**src/rtl/tk_pkg.sv**
```systemverilog
// Shared types and field arithmetic for the timekeeper channel array.
// Field helpers work on 8-bit values wide enough for any field.
package tk_pkg;

  typedef enum logic [1:0] {
    F_SUB = 2'd0,
    F_SEC = 2'd1,
    F_MIN = 2'd2,
    F_HR  = 2'd3
  } field_e;

  localparam int SUB_W = 7;
  localparam int SEC_W = 6;
  localparam int MIN_W = 6;

  typedef struct packed {
    logic [MIN_W-1:0] min;
    logic [SEC_W-1:0] sec;
    logic [SUB_W-1:0] sub;
  } tk_lo_t;

  // v < lim and a <= 11, so two conditional subtractions cover every limit >= 6
  function automatic logic [7:0] mod_add(input logic [7:0] v, input logic [3:0] a,
                                         input logic [8:0] lim);
    logic [8:0] s;
    s = {1'b0, v} + {5'd0, a};
    if (s >= lim) s = s - lim;
    if (s >= lim) s = s - lim;
    return s[7:0];
  endfunction

  // Returns {carry_or_borrow, next}; passes v through untouched when en is low
  function automatic logic [8:0] step_field(input logic [7:0] v, input logic [7:0] max,
                                            input logic en, input logic down);
    logic [8:0] r;
    if (!en)
      r = {1'b0, v};
    else if (down)
      r = (v == 8'd0) ? {1'b1, max} : {1'b0, v - 8'd1};
    else
      r = (v == max) ? {1'b1, 8'd0} : {1'b0, v + 8'd1};
    return r;
  endfunction

endpackage

```
**src/rtl/tk_channel.sv**
```systemverilog
// One timekeeping channel: value, run flag, fixed count direction and expiry pulse.
// Commands arrive already qualified by the selector in the top.
module tk_channel
  import tk_pkg::*;
#(
  parameter int   HR_W    = 5,
  parameter int   HR_MAX  = 23,
  parameter int   SUB_MAX = 99,
  parameter logic DOWN    = 1'b0
) (
  input  logic             i_clk,
  input  logic             i_rst_n,
  input  logic             i_tick,
  input  logic             i_toggle,
  input  logic             i_clear,
  input  logic [3:0]       i_amt,
  input  logic [1:0]       i_field,
  output logic [HR_W+18:0] o_value,
  output logic             o_running,
  output logic             o_expired
);

  logic [HR_W-1:0] r_hr;
  tk_lo_t          r_lo;
  logic            r_run;
  logic            r_exp;

  logic [8:0]      w_sub_s, w_sec_s, w_min_s, w_hr_s;
  logic            w_zero, w_step_zero;
  logic [HR_W-1:0] w_ed_hr;
  tk_lo_t          w_ed_lo;

  assign w_sub_s = step_field({1'b0, r_lo.sub}, 8'(SUB_MAX), 1'b1, DOWN);
  assign w_sec_s = step_field({2'b0, r_lo.sec}, 8'd59, w_sub_s[8], DOWN);
  assign w_min_s = step_field({2'b0, r_lo.min}, 8'd59, w_sec_s[8], DOWN);
  assign w_hr_s  = step_field(8'(r_hr), 8'(HR_MAX), w_min_s[8], DOWN);

  assign o_value   = {r_hr, r_lo};
  assign o_running = r_run;
  assign o_expired = r_exp;

  assign w_zero      = (o_value == '0);
  assign w_step_zero = ~|{w_hr_s, w_min_s[7:0], w_sec_s[7:0], w_sub_s[7:0]};

  // Field edits wrap inside the field and never carry into a neighbour
  always_comb begin
    w_ed_lo = r_lo;
    w_ed_hr = r_hr;
    unique case (field_e'(i_field))
      F_SUB: w_ed_lo.sub = 7'(mod_add({1'b0, r_lo.sub}, i_amt, 9'(SUB_MAX + 1)));
      F_SEC: w_ed_lo.sec = 6'(mod_add({2'b0, r_lo.sec}, i_amt, 9'd60));
      F_MIN: w_ed_lo.min = 6'(mod_add({2'b0, r_lo.min}, i_amt, 9'd60));
      F_HR:  w_ed_hr     = HR_W'(mod_add(8'(r_hr), i_amt, 9'(HR_MAX + 1)));
    endcase
  end

  always_ff @(posedge i_clk or negedge i_rst_n) begin
    if (!i_rst_n) begin
      r_hr  <= '0;
      r_lo  <= '0;
      r_run <= 1'b0;
      r_exp <= 1'b0;
    end else begin
      r_exp <= 1'b0;
      if (i_clear) begin
        r_hr  <= '0;
        r_lo  <= '0;
        r_run <= 1'b0;
      end else if (i_tick && r_run) begin
        r_hr     <= w_hr_s[HR_W-1:0];
        r_lo.min <= w_min_s[5:0];
        r_lo.sec <= w_sec_s[5:0];
        r_lo.sub <= w_sub_s[6:0];
        if (DOWN && w_step_zero) begin
          r_run <= 1'b0;
          r_exp <= 1'b1;
        end else if (i_toggle) begin
          r_run <= 1'b0;
        end
      end else begin
        // A down channel parked at zero has nothing to count and refuses to start
        if (i_toggle && !(DOWN && w_zero)) r_run <= ~r_run;
        if (!r_run && (i_amt != 4'd0)) begin
          r_hr <= w_ed_hr;
          r_lo <= w_ed_lo;
        end
      end
    end
  end

endmodule

```
**src/rtl/mode_timekeeper.sv**
```systemverilog
// N-channel timekeeper: channel array plus the display selector and command decode.
// Commands always address the channel selected before the current edge.
module mode_timekeeper
  import tk_pkg::*;
#(
  parameter int              N_CH      = 4,
  parameter int              HR_W      = 5,
  parameter int              HR_MAX    = 23,
  parameter int              SUB_MAX   = 99,
  parameter logic [N_CH-1:0] DOWN_MASK = 'b0100
) (
  input  logic                    clk,
  input  logic                    reset,
  input  logic                    tick,
  input  logic                    sel_next,
  input  logic                    run_toggle,
  input  logic                    clear,
  input  logic                    inc_one,
  input  logic                    inc_ten,
  input  logic [1:0]              field,
  output logic [$clog2(N_CH)-1:0] sel,
  output logic [HR_W+18:0]        disp_time,
  output logic [N_CH-1:0]         running,
  output logic [N_CH-1:0]         expired
);

  localparam int SEL_W = $clog2(N_CH);
  localparam int TW    = HR_W + 19;

  logic [SEL_W-1:0] r_sel;
  logic [3:0]       w_amt;
  logic [TW-1:0]    w_val [N_CH];

  assign w_amt = (inc_one ? 4'd1 : 4'd0) + (inc_ten ? 4'd10 : 4'd0);

  always_ff @(posedge clk or negedge reset) begin
    if (!reset)
      r_sel <= '0;
    else if (sel_next)
      r_sel <= (r_sel == SEL_W'(N_CH - 1)) ? '0 : r_sel + 1'b1;
  end

  for (genvar g = 0; g < N_CH; g++) begin : g_ch
    logic w_hit;
    assign w_hit = (r_sel == SEL_W'(g));

    tk_channel #(
      .HR_W    (HR_W),
      .HR_MAX  (HR_MAX),
      .SUB_MAX (SUB_MAX),
      .DOWN    (DOWN_MASK[g])
    ) u_ch (
      .i_clk     (clk),
      .i_rst_n   (reset),
      .i_tick    (tick),
      .i_toggle  (run_toggle & w_hit),
      .i_clear   (clear & w_hit),
      .i_amt     (w_hit ? w_amt : 4'd0),
      .i_field   (field),
      .o_value   (w_val[g]),
      .o_running (running[g]),
      .o_expired (expired[g])
    );
  end

  assign sel       = r_sel;
  assign disp_time = w_val[r_sel];

endmodule

```
**config.mk**
```make
export PLATFORM = sky130hd
export DESIGN_NAME = mode_timekeeper
export DESIGN_NICKNAME = d
export VERILOG_FILES = /design/src/rtl/tk_pkg.sv /design/src/rtl/tk_channel.sv /design/src/rtl/mode_timekeeper.sv
export SDC_FILE = /design/constraint.sdc
export NUM_CORES = 1
export LEC_CHECK = 0
export ABC_AREA = 1
export BUFFER_PORTS_ARGS = -buffer_cell sky130_fd_sc_hd__buf_2
export CAP_MARGIN = 0
export CORE_UTILIZATION = 40
export CTS_CLUSTER_DIAMETER = 50
export DETAILED_ROUTE_END_ITERATION = 12
export GPL_ROUTABILITY_DRIVEN = 0
export HOLD_SLACK_MARGIN = 0.12
export SYNTH_ARGS = -nofsm -noshare
export SYNTH_HDL_FRONTEND = slang
export SYNTH_SLANG_ARGS = --single-unit
```
**constraint.sdc**
```tcl
create_clock -name clk -period 7.22 [get_ports clk]
set_input_delay 1.444 -clock clk [delete_from_list [all_inputs] [get_ports clk]]
set_output_delay 1.444 -clock clk [all_outputs]
set_load 0.02 [all_outputs]
```
==> impl_metrics.csv, run 1 <==
group,metric,value,unit
final_layout,syn_to_final_growth,5.80,%
routing,wire_per_inst,15.9,microns
outcome,status,"finished clean",
setup_path,worst-path-max-fanout,34,
routing,viasPerCell,5.42,
yosys,synth.cell_area,14100,sq um
global_routing,grt_pass1_wl,72700,microns
timing,slew_viol_final,0,
routing,vias,15468,
setup_path,worstPathRequired,7.51,ns
timing,final.period_utilization,0.665,
cts,numCtsBuffers,9,
placement,portBuffers,40,
timing,fin_worst_skew,0.0199,ns
cts,cts_resized,0,
setup_path,end_kind,"flip-flop",
cts,postCtsHoldBufs,0,
setup_path,crit_type,"reg2reg",
floorplanning,ios,44,
timing,fmax,208,MHz
timing,finalHoldViolCount,0,
global_routing,grt_antenna_before_repair,3,
global_routing,overflow,0,
global_routing,grt_pass1_vias,13991,
routing,drt_iter0_drc,1330,
setup_path,worstSetupStartpointType,"flip-flop",
placement,pre_cts_ws,2.29,ns
final_layout,drive_gt1_frac,0.0784,
timing,rsz0062_at_grt,"false",
yosys,postSynthAreaPerCell,5.90,sq um
cts,clk_latency,0.37,ns
floorplanning,die-area,36100,sq um
placement,place_hpwl,36200,microns
flow_run,drv_cap,0,
timing,hold_slack,0.591,ns
cts,cts_tree,"built",
routing,wirelength,45300,microns
hold_path,hold_path.class,"reg2reg",
timing,fin_setup_tns,0,ns
cts,htreeDepth,3,
cts,post_cts_buffers,0,
floorplanning,core-area,34600,sq um
yosys,synth_cell_types,56,
timing,setup_slack,2.42,ns
cts,root_buffer,"clkbuf_16",
yosys,yosysWarnings,0,
timing,relSlewSlack,0.351,
final_layout,design_area,15000,sq um
cts,cts.path.max_buffers,2,
power_and_ir_drop,cellPowerDensity,401,nW/um^2
floorplanning,fp.dieW,190,microns
yosys,synth_enable_flop_cells,0,
floorplanning,start_util,0.408,
yosys,async_flop_share,1.00,
timing,fin_crit,4.80,ns
timing,setup_viol,0,
routing,drt_first_pass_iters,6,
yosys,synthFlopType,"dfrtp_1",
global_routing,grt_max_degree,66,
floorplanning,chipHeight,190,microns
yosys,syn_inst,2398,
placement,placed_area,14600,sq um
yosys,seq_area_frac_synth,0.182,
yosys,synth_seq_cells,103,
global_routing,grt_usage,0.251,
power_and_ir_drop,power_leakage,8.14,nW
final_layout,utilization,0.432,
power_and_ir_drop,peakVddDrop,194,uV
cts,clock_sinks,103,
final_layout,fin_nets,2492,
routing,ant_nets,0,
setup_path,cp.arrival,5.09,ns
timing,tightest_slew,0.973,ns
routing,drcViolationCount,0,
cts,clk_pin_slew,0.09,ns
floorplanning,rows,68,
==> routing by layer <==
layer,routed length (microns),up-vias,share of wire,global-route usage
met5,26,-,0.00057,0
met4,1240,4,0.027,0.0803
met3,3020,69,0.067,0.0467
met2,19800,430,0.44,0.390
met1,21300,7142,0.47,0.350
li1,-,7823,-,-
==> path summary, 6_finish.rpt <==
| path | startpoint | to | slack [ns] | cells past startpoint |
|---|---|---|---|---|
| setup / recovery | sel[1] | g_ch[1].u_ch.r_hr[3] | 2.42 | 21 |
| hold / removal | g_ch[2].u_ch.o_value[16] | g_ch[2].u_ch.o_value[16] | 0.59 | 2 |
| setup reg to reg | sel[1] | g_ch[1].u_ch.r_hr[3] | 2.42 | 21 |
| hold reg to reg | g_ch[2].u_ch.o_value[16] | g_ch[2].u_ch.o_value[16] | 0.59 | 2 |
| max in group asynchronous | reset | g_ch[1].u_ch.o_value[9] | 4.84 | 2 |
| min in group asynchronous | reset | g_ch[2].u_ch.o_value[17] | 1.22 | 1 |
==> cell families after synthesis <==
| kind of cell | count (synthesis) | share of synthesized area |
|---|---|---|
| compound gates | 392 | 0.157 |
| xor+xnor | 72 | 0.0451 |
| fa+ha+maj | 89 | 0.0804 |
| buf+inv | 417 | 0.118 |
| flops | 103 | 0.182 |
| other cells | 1 | 0.000265 |
| simple gates | 1324 | 0.417 |
==> flip-flops by register name, summed over array words and instances (netlist names) <==
| name | count |
|---|---|
| g_ch.u_ch.r_hr | 20 |
| g_ch.u_ch.o_expired | 1 |
| g_ch.u_ch.o_value | 76 |
| g_ch.u_ch.o_running | 4 |
| sel | 2 |
==> Yosys cell counts (9+ instances only) <==
cell type / count / area share
nand2_1: 721 / 0.19
inv_1: 340 / 0.090
nand3_1: 201 / 0.071
nor2_1: 183 / 0.049
o21ai_0: 154 / 0.055
a21oi_1: 116 / 0.041
dfrtp_1: 103 / 0.18
ha_1: 86 / 0.076
nand2_2: 66 / 0.029
xor2_1: 54 / 0.033
nand4_1: 52 / 0.023
clkbuf_1: 34 / 0.0090
o22ai_1: 29 / 0.013
nor3_1: 26 / 0.0092
nand3b_1: 21 / 0.011
a31oi_1: 18 / 0.0080
buf_2: 17 / 0.0060
xnor2_1: 17 / 0.011
o211ai_1: 14 / 0.0074
nand3_2: 13 / 0.0092
a22oi_1: 11 / 0.0058
o21ai_1: 11 / 0.0039
buf_4: 9 / 0.0048
==> stage by stage <==
step,total power [W],instances
after floorplan,0.00426,2400
after global placement,0.00534,2837
after detailed placement,0.00539,2837
after CTS,0.00597,2853
after global routing,0.00660,2854
final,0.00600,2854
==> layout make-up <==
type / instances / area [sq um]
timing repair buffer: 49 / 270
fill: 3695 / 19700
sequential: 103 / 2580
multi-input combinational: 1880 / 9910
inverter: 350 / 1320
antenna: 1 / 2.50
tap: 455 / 569
clock buffer: 10 / 239
clock inverter: 6 / 75.1
==> worst max-delay path, stage by stage (launching register included) <==
cell,delay [ns]
dfrtp_1,0.53
inv_1,0.38
buf_4,0.39
ha_1,0.29
nand2_2,0.22
inv_2,0.29
ha_1,0.28
nand2_1,0.06
inv_1,0.03
o21ai_0,0.32
xor2_1,0.33
ha_1,0.24
a21o_1,0.14
nor2_1,0.05
a21oi_1,0.11
inv_1,0.09
ha_1,0.18
a21oi_1,0.16
o21ai_0,0.16
o21ai_0,0.23
nand4_1,0.11
o21ai_0,0.09
==> cells in the final DEF (no fill, tap or decap), types with 6 or more instances in the layout <==
cell	n
nand2_1	721
inv_1	340
nand3_1	201
nor2_1	183
o21ai_0	154
a21oi_1	116
dfrtp_1	103
ha_1	86
nand2_2	66
xor2_1	54
nand4_1	52
buf_2	39
o22ai_1	29
nor3_1	26
nand3b_1	21
a31oi_1	18
xnor2_1	17
o211ai_1	14
nand3_2	13
o21ai_1	11
a22oi_1	11
buf_4	10
clkbuf_16	9
inv_2	7
nor2_2	7
or2_2	7
a21o_1	6
nor4_1	6
nor3b_1	6
o31ai_1	6
==> where the power goes <==
group / internal (W) / total (W) / switching, W
sequential: 0.000800 / 0.00126 / 0.000460
combinational: 0.00139 / 0.00420 / 0.00281
clock: 0.000285 / 0.000548 / 0.000263
No activity file was read; power rests on OpenSTA's default activity.
==> run 2: changes to the inputs <==
clock period = 4.8 ns   (was 7.22 ns; I/O delays follow)
==> run 2 against run 1 <==
Against the previous run:
- worst hold slack worse by 0.022 ns
- via count up 0.43%
- count of clock-buffer cells in the layout up 1
- wire length about the same
- sequential cell count unchanged
- cell count up 0.18%
- critical path depth up 1
- clock power up 46%
- largest power group unchanged
- highest routed layer unchanged
==> impl_metrics.csv, run 2 (synthesis results as in run 1) <==
group,metric,value,unit
final_layout,syn_to_final_growth,5.94,%
power_and_ir_drop,p_comb_frac,0.704,
hold_path,hp-start,"g_ch[1].u_ch.o_value[5]",
cts,clk_latency,0.37,ns
final_layout,fin_cells,2859,
timing,setup_viol,0,
timing,fin_setup_tns,0,ns
timing,fin_worst_skew,0.0100,ns
cts,post_cts_buffers,0,
timing,slew_viol_final,0,
timing,finalHoldViolCount,0,
setup_path,path_delay_family,"adder cells",
power_and_ir_drop,swShare,0.589,
timing,final.period_utilization,0.888,
cts,cts_resized,0,
global_routing,grt_usage,0.251,
floorplanning,start_util,0.408,
timing,rsz0062_at_grt,"false",
routing,drt-met1-wl,21400,microns
routing,ant_nets,0,
floorplanning,rows,68,
setup_path,crit_type,"reg2reg",
timing,relSlewSlack,0.377,
routing,drt_first_pass_iters,7,
placement,place_hpwl,36400,microns
routing,vias,15534,
setup_path,cp.arrival,4.48,ns
floorplanning,core-area,34600,sq um
power_and_ir_drop,peakVddDrop,265,uV
final_layout,fin_nets,2497,
cts,cts_tree,"built",
final_layout,layout_commonest_cell,"nand2_1",
final_layout,utilization,0.433,
routing,wl_met3,3090,microns
floorplanning,ios,44,
cts,postCtsHoldBufs,0,
power_and_ir_drop,power_leakage,8.15,nW
floorplanning,die-area,36100,sq um
routing,viasPerCell,5.43,
timing,fmax,235,MHz
cts,clock_sinks,103,
routing,wl_met2,19700,microns
setup_path,critPathBufInv,5,
setup_path,end_kind,"flip-flop",
placement,portBuffers,40,
routing,drt_iter0_drc,1536,
setup_path,crit_slowest_cell,"dfrtp_1",
placement,numPlacedInstances,2842,
cts,root_buffer,"clkbuf_16",
setup_path,r2r-start,"sel[1]",
global_routing,grt_pass1_wl,72900,microns
routing,drcViolationCount,0,
setup_path,max_stage_delay,0.49,ns
power_and_ir_drop,cellInternalPower,0.00372,W
cts,clk_pin_slew,0.08,ns
floorplanning,fp.dieW,190,microns
power_and_ir_drop,cellPowerDensity,604,nW/um^2
global_routing,grt_antenna_before_repair,3,
global_routing,overflow,0,
power_and_ir_drop,seqPwrFrac,0.208,
routing,wirelength,45400,microns
timing,fin_crit,4.26,ns
power_and_ir_drop,p_switching,0.00532,W
cts,htreeDepth,3,
setup_path,worstPathRequired,5.02,ns
power_and_ir_drop,pwr-share-clk,0.088,
cts,cts.path.max_buffers,2,
final_layout,most-common-layout-cells,"721 x nand2_1, 340 x inv_1, 201 x nand3_1, 183 x nor2_1, 154 x o21ai_0",
setup_path,crit_chain,"inv_1 > ha_1 > nand2_1 > inv_1 > ha_1 > inv_1 > fa_1 > o21ai_0 > nand2_1 > xor2_1 > inv_1 > ha_1 > inv_1 > nand2_1 > nand2_1 > o21ai_0 > ha_1 > a21o_1 > a31oi_1 > xnor2_1 > o21ai_0 > o21ai_0",
outcome,status,"finished clean",
routing,wire_per_inst,15.9,microns
hold_path,hold_path.class,"reg2reg",
setup_path,worstSetupStartpointType,"flip-flop",
setup_path,crit_path_frequent_cell,"inv_1",
setup_path,worst-path-max-fanout,7,
setup_path,crit_start,"sel[1]",
cts,numCtsBuffers,9,
final_layout,drive_gt1_frac,0.0795,
global_routing,grt_max_degree,56,
flow_run,drv_cap,0,
floorplanning,chipHeight,190,microns
final_layout,largest_register_ffs,76,
routing,top_layer_used,"met5",
global_routing,grt_pass1_vias,14098,
timing,tightest_slew,0.932,ns
[run 2: cell types whose count changed in the layout (fill, tap and decap cells not counted), sizes merged]
cell,change
buf,+5
clkbuf,+1
clkinv,-1
[run 2: cell type report]
class | instances | area, sq um
antenna | 1 | 2.50
clock buffer | 11 | 233
clock inverter | 5 | 63.8
fill | 3757 | 19700
inverter | 350 | 1320
multi-input combinational | 1880 | 9910
sequential | 103 | 2580
tap | 455 | 569
timing repair buffer | 54 | 308
[run 2: stage by stage]
step	area, sq um	worst slack [ns]	hold WS (ns)	power [W]
floorplan	14100	0.757	0.483	0.00641
global placement	14700	0.622	0.534	0.00804
detailed placement	14700	0.507	0.544	0.00813
CTS	15000	0.590	0.565	0.00897
global route	15000	0.0763	0.596	0.00995
finish	15000	0.538	0.568	0.00905
[run 2: worst min-delay path: cells and delay by family, from the launching register on]
family	cells	cell delay, ns
and+or+nand+nor	2	0.14
DFF	1	0.40
[run 2: final timing paths]
kind / cells past startpoint / slack, ns / to
worst max-delay path: 22 / 0.54 / g_ch[0].u_ch.r_hr[3]
worst min-delay path: 2 / 0.57 / g_ch[1].u_ch.o_value[5]
worst max register to register: 22 / 0.54 / g_ch[0].u_ch.r_hr[3]
worst min register to register: 2 / 0.57 / g_ch[1].u_ch.o_value[5]
max in group asynchronous: 2 / 3.25 / g_ch[3].u_ch.r_hr[3]
min in group asynchronous: 1 / 0.65 / g_ch[2].u_ch.o_value[16]
[run 2: layer usage]
layer	vias to the layer above	track usage
met5	-	0
met4	4	0.0800
met3	62	0.0424
met2	475	0.391
met1	7165	0.351
li1	7828	-
[run 2: power groups by stage]
stage	logic [W]	clock network [W]	registers, W
after floorplan	0.00490	0	0.00150
after global placement	0.00616	0	0.00188
after detailed placement	0.00626	0	0.00187
after CTS	0.00630	0.000810	0.00186
after global routing	0.00716	0.000844	0.00194
final	0.00637	0.000798	0.00188
